`src/rtl/maze_engine_if.sv`:
```
// Player/game bus of the maze engine: setup and control strobes in, position/score/state out.
interface maze_engine_if #(
  parameter int unsigned GRID        = 8,
  parameter int unsigned STEP_DIGITS = 2
);
  localparam int unsigned CW = $clog2(GRID);
  localparam int unsigned NC = GRID * GRID;
  localparam int unsigned SW = 4 * STEP_DIGITS;

  logic          start;
  logic [NC-1:0] wall_map;
  logic [CW-1:0] start_row;
  logic [CW-1:0] start_col;
  logic [CW-1:0] goal_row;
  logic [CW-1:0] goal_col;
  logic [3:0]    key_pulse;
  logic          tick_1hz;
  logic          pause;
  logic [CW-1:0] pos_row;
  logic [CW-1:0] pos_col;
  logic [NC-1:0] pos_onehot;
  logic [SW-1:0] step_bcd;
  logic [7:0]    time_bcd;
  logic [2:0]    state;
  logic          bump;

  modport master (
    output start, wall_map, start_row, start_col, goal_row, goal_col,
           key_pulse, tick_1hz, pause,
    input  pos_row, pos_col, pos_onehot, step_bcd, time_bcd, state, bump
  );

  modport slave (
    input  start, wall_map, start_row, start_col, goal_row, goal_col,
           key_pulse, tick_1hz, pause,
    output pos_row, pos_col, pos_onehot, step_bcd, time_bcd, state, bump
  );
endinterface

```
`src/rtl/maze_engine.sv`:
```
// Maze game core: player position, game FSM, BCD step counter and BCD countdown.
// Optional macro MAZE_WALL_PENALTY_EN: blocked moves also deduct WALL_PENALTY seconds.
module maze_engine #(
  parameter int unsigned GRID         = 8,
  parameter int unsigned TIME_LIMIT   = 30,
  parameter int unsigned STEP_DIGITS  = 2,
  parameter int unsigned WALL_PENALTY = 5
) (
  input  logic         clk_in,
  input  logic         rst,
  maze_engine_if.slave bus
);
  localparam int unsigned CW = $clog2(GRID);
  localparam int unsigned NC = GRID * GRID;
  localparam int unsigned IW = $clog2(NC);
  localparam int unsigned SW = 4 * STEP_DIGITS;

  localparam logic [7:0]    TIME_INIT = {4'(TIME_LIMIT / 10), 4'(TIME_LIMIT % 10)};
  localparam logic [SW-1:0] STEP_MAX  = {STEP_DIGITS{4'h9}};
  localparam logic [CW-1:0] EDGE_HI   = CW'(GRID - 1);
  localparam logic [NC-1:0] CELL0     = NC'(1);

  typedef enum logic [2:0] {
    IDLE  = 3'd0,
    PLAY  = 3'd1,
    PAUSE = 3'd2,
    WIN   = 3'd3,
    LOSE  = 3'd4
  } state_t;

  if (GRID < 2 || GRID > 16) begin : g_bad_grid
    $error("maze_engine: GRID must be 2..16");
  end
  if (TIME_LIMIT < 1 || TIME_LIMIT > 99) begin : g_bad_time
    $error("maze_engine: TIME_LIMIT must be 1..99");
  end
  if (STEP_DIGITS < 1 || STEP_DIGITS > 4) begin : g_bad_steps
    $error("maze_engine: STEP_DIGITS must be 1..4");
  end
  if (WALL_PENALTY < 1 || WALL_PENALTY > 99) begin : g_bad_pen
    $error("maze_engine: WALL_PENALTY must be 1..99");
  end

  state_t        state_q,   state_d;
  logic [CW-1:0] pos_row_q, pos_row_d;
  logic [CW-1:0] pos_col_q, pos_col_d;
  logic [NC-1:0] onehot_q,  onehot_d;
  logic [SW-1:0] step_q,    step_d;
  logic [7:0]    time_q,    time_d;
  logic          bump_q,    bump_d;
  logic [NC-1:0] wall_q,    wall_d;
  logic [CW-1:0] goal_row_q, goal_row_d;
  logic [CW-1:0] goal_col_q, goal_col_d;

  logic          key_one;
  logic          off_grid;
  logic          blocked;
  logic [CW-1:0] tgt_row;
  logic [CW-1:0] tgt_col;
  logic [IW-1:0] tgt_idx;
  logic [SW-1:0] step_inc;
  logic          carry;
  logic [6:0]    time_bin;
  logic [6:0]    dec;
  logic [6:0]    time_left;
  logic [7:0]    time_dec;

  function automatic logic [IW-1:0] cell_idx(input logic [CW-1:0] r, input logic [CW-1:0] c);
    return IW'(r) * IW'(GRID) + IW'(c);
  endfunction

  always_ff @(posedge clk_in or posedge rst) begin
    if (rst) begin
      state_q    <= IDLE;
      pos_row_q  <= '0;
      pos_col_q  <= '0;
      onehot_q   <= CELL0;
      step_q     <= '0;
      time_q     <= TIME_INIT;
      bump_q     <= 1'b0;
      wall_q     <= '0;
      goal_row_q <= '0;
      goal_col_q <= '0;
    end else begin
      state_q    <= state_d;
      pos_row_q  <= pos_row_d;
      pos_col_q  <= pos_col_d;
      onehot_q   <= onehot_d;
      step_q     <= step_d;
      time_q     <= time_d;
      bump_q     <= bump_d;
      wall_q     <= wall_d;
      goal_row_q <= goal_row_d;
      goal_col_q <= goal_col_d;
    end
  end

  // Next-state: start overrides everything; moves and ticks only act in PLAY.
  always_comb begin
    state_d    = state_q;
    pos_row_d  = pos_row_q;
    pos_col_d  = pos_col_q;
    onehot_d   = onehot_q;
    step_d     = step_q;
    time_d     = time_q;
    bump_d     = 1'b0;
    wall_d     = wall_q;
    goal_row_d = goal_row_q;
    goal_col_d = goal_col_q;

    key_one  = $onehot(bus.key_pulse);
    off_grid = (bus.key_pulse[3] && pos_col_q == '0)     ||
               (bus.key_pulse[2] && pos_col_q == EDGE_HI) ||
               (bus.key_pulse[1] && pos_row_q == '0)     ||
               (bus.key_pulse[0] && pos_row_q == EDGE_HI);

    // Target stays clamped to the current cell when leaving the grid so the wall index is in range.
    tgt_row = pos_row_q;
    tgt_col = pos_col_q;
    if (!off_grid) begin
      if (bus.key_pulse[3]) tgt_col = pos_col_q - CW'(1);
      if (bus.key_pulse[2]) tgt_col = pos_col_q + CW'(1);
      if (bus.key_pulse[1]) tgt_row = pos_row_q - CW'(1);
      if (bus.key_pulse[0]) tgt_row = pos_row_q + CW'(1);
    end
    tgt_idx = cell_idx(tgt_row, tgt_col);
    blocked = key_one && (off_grid || wall_q[tgt_idx]);

    step_inc = step_q;
    carry    = 1'b1;
    for (int i = 0; i < int'(STEP_DIGITS); i++) begin
      if (carry) begin
        if (step_inc[4*i +: 4] == 4'h9) begin
          step_inc[4*i +: 4] = 4'h0;
        end else begin
          step_inc[4*i +: 4] = step_inc[4*i +: 4] + 4'h1;
          carry              = 1'b0;
        end
      end
    end
    if (step_q == STEP_MAX) step_inc = step_q;

    // Countdown arithmetic in binary, converted back to two BCD digits.
    time_bin = 7'(time_q[7:4]) * 7'd10 + 7'(time_q[3:0]);
    dec      = 7'(bus.tick_1hz);
`ifdef MAZE_WALL_PENALTY_EN
    if (blocked) dec = dec + 7'(WALL_PENALTY);
`else
`endif
    time_left = (dec >= time_bin) ? 7'd0 : time_bin - dec;
    time_dec  = {4'(time_left / 7'd10), 4'(time_left % 7'd10)};

    if (bus.start) begin
      wall_d     = bus.wall_map;
      goal_row_d = bus.goal_row;
      goal_col_d = bus.goal_col;
      pos_row_d  = bus.start_row;
      pos_col_d  = bus.start_col;
      onehot_d   = CELL0 << cell_idx(bus.start_row, bus.start_col);
      step_d     = '0;
      time_d     = TIME_INIT;
      state_d    = PLAY;
    end else begin
      case (state_q)
        PLAY: begin
          if (bus.pause) begin
            state_d = PAUSE;
          end else begin
            if (blocked) begin
              bump_d = 1'b1;
            end else if (key_one) begin
              pos_row_d = tgt_row;
              pos_col_d = tgt_col;
              onehot_d  = CELL0 << tgt_idx;
              step_d    = step_inc;
            end
            if (dec != 7'd0) time_d = time_dec;
            if (key_one && !blocked && tgt_row == goal_row_q && tgt_col == goal_col_q) begin
              state_d = WIN;
            end else if (dec != 7'd0 && time_left == 7'd0) begin
              state_d = LOSE;
            end
          end
        end
        PAUSE: begin
          if (!bus.pause) state_d = PLAY;
        end
        default: ;
      endcase
    end
  end

  assign bus.pos_row    = pos_row_q;
  assign bus.pos_col    = pos_col_q;
  assign bus.pos_onehot = onehot_q;
  assign bus.step_bcd   = step_q;
  assign bus.time_bcd   = time_q;
  assign bus.state      = state_q;
  assign bus.bump       = bump_q;
endmodule
```
`src/flat_wrapper.sv`:
```
// flat-port wrapper written by rule: the top's interface ports become plain ports
module maze_engine_flat 
#(
  parameter int unsigned GRID         = 8,
  parameter int unsigned TIME_LIMIT   = 30,
  parameter int unsigned STEP_DIGITS  = 2,
  parameter int unsigned WALL_PENALTY = 5
)
  (clk_in, rst, bus_start, bus_wall_map, bus_start_row, bus_start_col, bus_goal_row, bus_goal_col, bus_key_pulse, bus_tick_1hz, bus_pause, bus_pos_row, bus_pos_col, bus_pos_onehot, bus_step_bcd, bus_time_bcd, bus_state, bus_bump);
  maze_engine_if #(.GRID(GRID), .STEP_DIGITS(STEP_DIGITS)) bus_i ();
  input  logic clk_in;
  input  logic rst;
  input wire logic [$bits(bus_i.start)-1:0] bus_start;
  input wire logic [$bits(bus_i.wall_map)-1:0] bus_wall_map;
  input wire logic [$bits(bus_i.start_row)-1:0] bus_start_row;
  input wire logic [$bits(bus_i.start_col)-1:0] bus_start_col;
  input wire logic [$bits(bus_i.goal_row)-1:0] bus_goal_row;
  input wire logic [$bits(bus_i.goal_col)-1:0] bus_goal_col;
  input wire logic [$bits(bus_i.key_pulse)-1:0] bus_key_pulse;
  input wire logic [$bits(bus_i.tick_1hz)-1:0] bus_tick_1hz;
  input wire logic [$bits(bus_i.pause)-1:0] bus_pause;
  output wire logic [$bits(bus_i.pos_row)-1:0] bus_pos_row;
  output wire logic [$bits(bus_i.pos_col)-1:0] bus_pos_col;
  output wire logic [$bits(bus_i.pos_onehot)-1:0] bus_pos_onehot;
  output wire logic [$bits(bus_i.step_bcd)-1:0] bus_step_bcd;
  output wire logic [$bits(bus_i.time_bcd)-1:0] bus_time_bcd;
  output wire logic [$bits(bus_i.state)-1:0] bus_state;
  output wire logic [$bits(bus_i.bump)-1:0] bus_bump;
  assign bus_i.start = bus_start;
  assign bus_i.wall_map = bus_wall_map;
  assign bus_i.start_row = bus_start_row;
  assign bus_i.start_col = bus_start_col;
  assign bus_i.goal_row = bus_goal_row;
  assign bus_i.goal_col = bus_goal_col;
  assign bus_i.key_pulse = bus_key_pulse;
  assign bus_i.tick_1hz = bus_tick_1hz;
  assign bus_i.pause = bus_pause;
  assign bus_pos_row = bus_i.pos_row;
  assign bus_pos_col = bus_i.pos_col;
  assign bus_pos_onehot = bus_i.pos_onehot;
  assign bus_step_bcd = bus_i.step_bcd;
  assign bus_time_bcd = bus_i.time_bcd;
  assign bus_state = bus_i.state;
  assign bus_bump = bus_i.bump;
  maze_engine #(.GRID(GRID), .TIME_LIMIT(TIME_LIMIT), .STEP_DIGITS(STEP_DIGITS), .WALL_PENALTY(WALL_PENALTY)) u_core (.clk_in(clk_in), .rst(rst), .bus(bus_i));
endmodule
```
`config.mk`:
```
export PLATFORM = sky130hd
export DESIGN_NAME = maze_engine_flat
export DESIGN_NICKNAME = d
export VERILOG_FILES = /design/src/rtl/maze_engine_if.sv /design/src/rtl/maze_engine.sv /design/src/flat_wrapper.sv
export SDC_FILE = /design/constraint.sdc
export NUM_CORES = 1
export LEC_CHECK = 0
export BUFFER_PORTS_ARGS = -buffer_cell sky130_fd_sc_hd__buf_2
export CAP_MARGIN = 15
export CORE_MARGIN = 3
export CORE_UTILIZATION = 55
export DETAILED_ROUTE_END_ITERATION = 10
export GPL_TIMING_DRIVEN = 0
export PLACE_DENSITY = 0.8
export SLEW_MARGIN = 20
export SYNTH_ARGS = -nofsm -noshare
export SYNTH_HDL_FRONTEND = slang
export SYNTH_SLANG_ARGS = --single-unit
```
`constraint.sdc`:
```
create_clock -name clk_in -period 5.3 [get_ports clk_in]
set_input_delay 0.265 -clock clk_in [delete_from_list [all_inputs] [get_ports clk_in]]
set_output_delay 0.265 -clock clk_in [all_outputs]
set_load 0.05 [all_outputs]
```
Yosys cells after proc, flatten, opt, wreduce, memory -nomap -nowiden

Cells that the tools add are included.

Add/sub/neg operators: 13
$mul: 1
Divide/modulo/power cells: 2
Magnitude comparators: 2
Eq/ne operators: 15
Shifts and indexed selects: 2
Mux-type cells: 48
Reductions and logical operators: 27

Operators with widths:

| operator             | count |
|---|---|
| $mux 64              | 5 |
| $shl 1x6->64 const A | 2 |
| $mux 8               | 10 |
| $mux 3               | 21 |
| $add 6x3->6          | 2 |
| $mux 4               | 3 |
| $logic_and 1x1->1    | 9 |
| $add 4x1->4 const B  | 2 |
| $eq 4x4->1 const B   | 2 |
| $eq 8x8->1 const B   | 1 |
| $reduce_bool 2->1    | 4 |
| $add 7x4->7          | 1 |
| $div 7x4->7 const B  | 1 |
| $ge 1x7->1           | 1 |
| $logic_not 7->1      | 1 |
| $lt 6x7->1 const B   | 1 |
| $mod 7x4->7 const B  | 1 |
| $mux 7               | 1 |
| $sub 7x1->7          | 1 |
| $add 3x1->3 const B  | 2 |
| $bmux 1 s6           | 1 |
| $eq 3x1->1 const B   | 2 |
| $eq 3x3->1           | 2 |
| $eq 3x3->1 const B   | 2 |
| other kinds (18)     | 32 |

Register bits: 160
Bits of input ports: 85
Output and inout bits: 90
Logic and storage cells: 121

Longest topological paths before layout

Word-level depth: 19
Depth in mapped cells: 20
Mapped depth without buffers: 19

Worst setup path before layout

No wires, ideal clock.

Path type: reg2reg
Start: register u_core.time_q[7], in the netlist u_core.bus.time_bcd[7]
End: register u_core.time_q[2], in the netlist u_core.bus.time_bcd[2]
Setup time: 0.121 ns
Data arrival time: 4.866 ns
Data required time: 5.179 ns
Slack: 0.313 ns
Cell stages (with the launch flop): 20
Buffers on the path: 0
Period minus slack after synthesis: 4.987 ns
Cells stage by stage: dfrtp_1 > ha_1 > ha_1 > fa_1 > nor4b_2 > nand4_1 > and4_1 > or4_4 > or4_4 > o211ai_4 > a21o_2 > a21oi_1 > ha_1 > inv_1 > a31oi_1 > o211ai_1 > a21boi_2 > nor4_4 > mux2i_1 > a22o_1

Longest elaborated chain between the ends: 9
Elaborated cells between the ends (all ways): 10
Classes of those cells: 2 x add/sub; 1 x mul; 1 x div; 1 x order compare; 5 x mux

Ends and longest elaborated chain:

| what                                             | RTL line           | source |
|---|---|---|
| start, declared                                  | maze_engine.sv:49  | `logic [7:0] time_q, time_d;` |
| start signal, assigned                           | maze_engine.sv:90  | `time_q <= time_d;` |
| $mul 4x3->6 *                                    | maze_engine.sv:144 | `time_bin = 7'(time_q[7:4]) * 7'd10 + 7'(time_q[3:0]);` |
| $add 7x4->7 *                                    | maze_engine.sv:144 |  |
| $sub 7x1->7 / $ge 1x7->1 (equally long branches) | maze_engine.sv:150 | `time_left = (dec >= time_bin) ? 7'd0 : time_bin - dec;` |
| $mux 7 *                                         | maze_engine.sv:150 |  |
| $mod 7x4->7 *                                    | maze_engine.sv:151 | `time_dec = {4'(time_left / 7'd10), 4'(time_left % 7'd10)};` |
| $mux 8 *                                         | maze_engine.sv:177 | `if (dec != 7'd0) time_d = time_dec;` |
| $mux 8 *                                         | maze_engine.sv:166 | `if (bus.pause) begin` |
| $mux 8 *                                         | maze_engine.sv:164 | `case (state_q)` |
| $mux 8 *                                         | maze_engine.sv:153 | `if (bus.start) begin` |

Mark *: on every way between the ends. The rest lies on a longest branch, timed or not. The select of a mux whose other input is x is not followed.
A chain may end at the register's enable or synchronous reset.

Worst setup path in the final report

Start: register u_core.time_q[5], in the netlist u_core.bus.time_bcd[5]
End: register u_core.time_q[2], in the netlist u_core.bus.time_bcd[2]

The elaborated chain is that of the path after synthesis.

==> out/metrics.cfg <==
[yosys]
netlist_area_mm2=0.00940
async_flop_share=1.00
syn_nets=1011
synth_edf_count=0
synth_seq_cells=160
yosys_warnings=0
synth_area_leaders=dfrtp_1 (42%), mux2_2 (8.6%), nand2_1 (4.8%)
syn_area_per_cell_um2=10.5
ys_types=89
synth_top_area_cell=dfrtp_1
postSynthCellCount=898
seq_area_frac_synth=0.426
synth_top_area_frac=0.418
synthFlopType=dfrtp_1

[floorplanning]
pin_count=175
start_util=0.565
num_rows=47
die_w_um=137
core_area_mm2=0.0166
dieArea_mm2=0.0187
die_y_um=137

[worst_hold_path]
hp-start=bus_wall_map[59]
hold_path_end=u_core.wall_q[59]$_DFFE_PP0P_
min_path_cells=3
hp-class=input port to flop

[global_route]
grt_max_degree=89
grt_pass1_vias=7961
grt_overflow=0
grt_pass1_wl_um=41400
antenna_found_initial=3
track_usage=0.284

[placed_design]
pre_cts_slack_ps=124
place_inst=1292
port-buffer-count=173
place_hpwl_um=18900
routabilityCongestion=0.923
placed_cell_area_mm2=0.0106

[sta]
slew_viol_final=0
setup_tns_ps=0
skew_ps=12.2
achievable-frequency_mhz=196
hold_viol_final=0
whs_ps=45.3
postLayoutSetupSlackWorst_ps=195
setup_viol=0
worst_pin_slew_ps=911
period_share=0.963
finalCriticalPeriod_ps=5100
slew_headroom=0.391

[route]
drt_iter0_markers=627
routedWlPerCell_um=19.6
vias=8140
drt-pass1-iter-count=7
viasPerCell=6.09
drtAntennaViolNets=0
drc_errors=0
wl_um=26100

[pwr]
power_mw=6.11
combPwrFrac=0.559
p_leak_nw=5.03
power.share.clock=0.198
p_sw_mw=2.81
p_per_area_mw_per_mm2=542
netSwitchingFraction=0.460
vdd_drop_max_uv=325
pwr-share-seq=0.243
p_int_mw=3.30

[setup_path]
end_kind=flop
crit_buf_inv=1
crit_fanout=5
crit_type=flop to flop
cp-start-kind=flop
crit_chain=ha_1 > ha_1 > fa_1 > nor4b_2 > nand4_1 > and3_4 > or4_4 > and3_4 > or3_4 > nor3_1 > a21oi_2 > ha_2 > inv_2 > a31oi_1 > o211ai_1 > a21boi_2 > nor4_4 > mux2i_1 > a22o_1
regToRegSetupSlack_ps=200
r2r_cells=19
crit_path_top_delay_cell=dfstp_2
r2r_end=u_core.bus.time_bcd[2]$_DFFE_PP0P_
arrival_ps=5430
crit_family=simple AND/OR/NAND/NOR gates
cp.required_ps=5620
reg2reg_from=u_core.bus.time_bcd[5]$_DFFE_PP1P_
cp_slowest_stage_delay_ps=580

[cts]
clkLatencyLatePin_ps=440
htreeDepth=4
clock-sinks=160
root_buffer=clkbuf_16
clk_pin_slew_worst_paths_ps=60
numCtsBuffers=17
cts_tree=done
cts.path.max_buffers=2

[final_layout]
stdcell_count=1336
nNetsFinal=1213
fin_util=0.677
area_delta_synth_final_pct=19.9
final_cell_mix=buf_2 (187), dfrtp_1 (157), nand2_1 (121), mux2_2 (72), o211ai_1 (57)
fill_cells=1273
layout_commonest_cell=buf_2
drive_above_1_share=0.328
stdcell_area_mm2=0.0113

[outcome]
outcome=complete, no violations

[job]
maxCapViolations=0

[kinds of logic after synthesis]
| kind of cell | Yosys count | share of synthesized area |
|---|---|---|
| xor+xnor | 20 | 0.0225 |
| buf+inv | 66 | 0.0318 |
| simple gates | 338 | 0.195 |
| compound gates | 168 | 0.136 |
| flops | 160 | 0.426 |
| mux | 118 | 0.148 |
| fa+ha+maj | 28 | 0.0397 |
[power groups by stage]
stage | sequential, mW | clock, mW | combinational [mW]
6_report | 1.49 | 1.21 | 3.41
5_1_grt | 1.50 | 1.27 | 3.68
4_1_cts | 1.48 | 1.22 | 3.23
3_5_place_dp | 1.50 | 0 | 3.21
3_3_place_gp | 1.50 | 0 | 3.15
2_1_floorplan | 1.75 | 0 | 2.22
[Yosys cell counts, drive strengths merged (23+ instances only)]
master / instances
inv: 23
mux2: 86
mux2i: 25
nand3: 23
buf: 26
o21ai: 26
nand2: 122
dfrtp: 157
nand3b: 56
ha: 25
o211ai: 58
nor2: 56
[routing by layer]
layer  GRT usage  up-vias  part of all wire
met2       0.455      374              0.48
met5           0        -           0.00042
li1            -     3732                 -
met1       0.371     3975              0.40
met3      0.0809       57             0.091
met4      0.0991        2             0.021
[flip-flops by register name (all words and copies together) (netlist names)]
| name | flops |
|---|---|
| u_core.bus.pos_row | 3 |
| u_core.bus.pos_onehot | 64 |
| u_core.goal_row_q | 3 |
| u_core.bus.time_bcd | 8 |
| u_core.bus.step_bcd | 8 |
| u_core.bus.pos_col | 3 |
| u_core.wall_q | 64 |
| u_core.bus.state | 3 |
| u_core.bus.bump | 1 |
| u_core.goal_col_q | 3 |
[area by class of cell]
class / instances / area (µm²) / area share
inverters: 23 / 93.8 / 0.00833
diodes: 3 / 7.51 / 0.000666
clock inverters: 12 / 128 / 0.0113
multi-input cells: 672 / 5140 / 0.456
flip-flops and latches: 160 / 4010 / 0.356
well taps: 220 / 275 / 0.0244
repair buffers: 183 / 963 / 0.0855
clock buffers: 20 / 447 / 0.0396
plain buffers: 43 / 213 / 0.0189
[tightest hold or removal path, cell delays in order]
cell and delay [ps]:
buf_2 70, nand2_1 40, o21ai_0 60
[how the worst max path moves through the flow]
stage                                        from                                     to  slack [ps]  cells after the start
2_1_floorplan  u_core.bus.time_bcd[7]$_DFFE_PP0P_     u_core.bus.time_bcd[2]$_DFFE_PP0P_         310                     19
3_3_place_gp                                  rst  u_core.bus.pos_onehot[33]$_DFFE_PP0P_       -1090                      2
3_5_place_dp   u_core.bus.time_bcd[5]$_DFFE_PP1P_     u_core.bus.time_bcd[2]$_DFFE_PP0P_         120                     19
4_1_cts        u_core.bus.time_bcd[5]$_DFFE_PP1P_     u_core.bus.time_bcd[2]$_DFFE_PP0P_          90                     19
5_1_grt        u_core.bus.time_bcd[5]$_DFFE_PP1P_     u_core.bus.time_bcd[2]$_DFFE_PP0P_         -20                     19
6_report       u_core.bus.time_bcd[5]$_DFFE_PP1P_     u_core.bus.time_bcd[2]$_DFFE_PP0P_         200                     19
[timing repair]
action                     CTS  global route
hold buffers                 1             0
hold endpoints to repair    70             0
setup endpoints to repair    0             2
setup buffers                0             8
resized for setup            0            10
No activity file was read; power rests on OpenSTA's default activity.
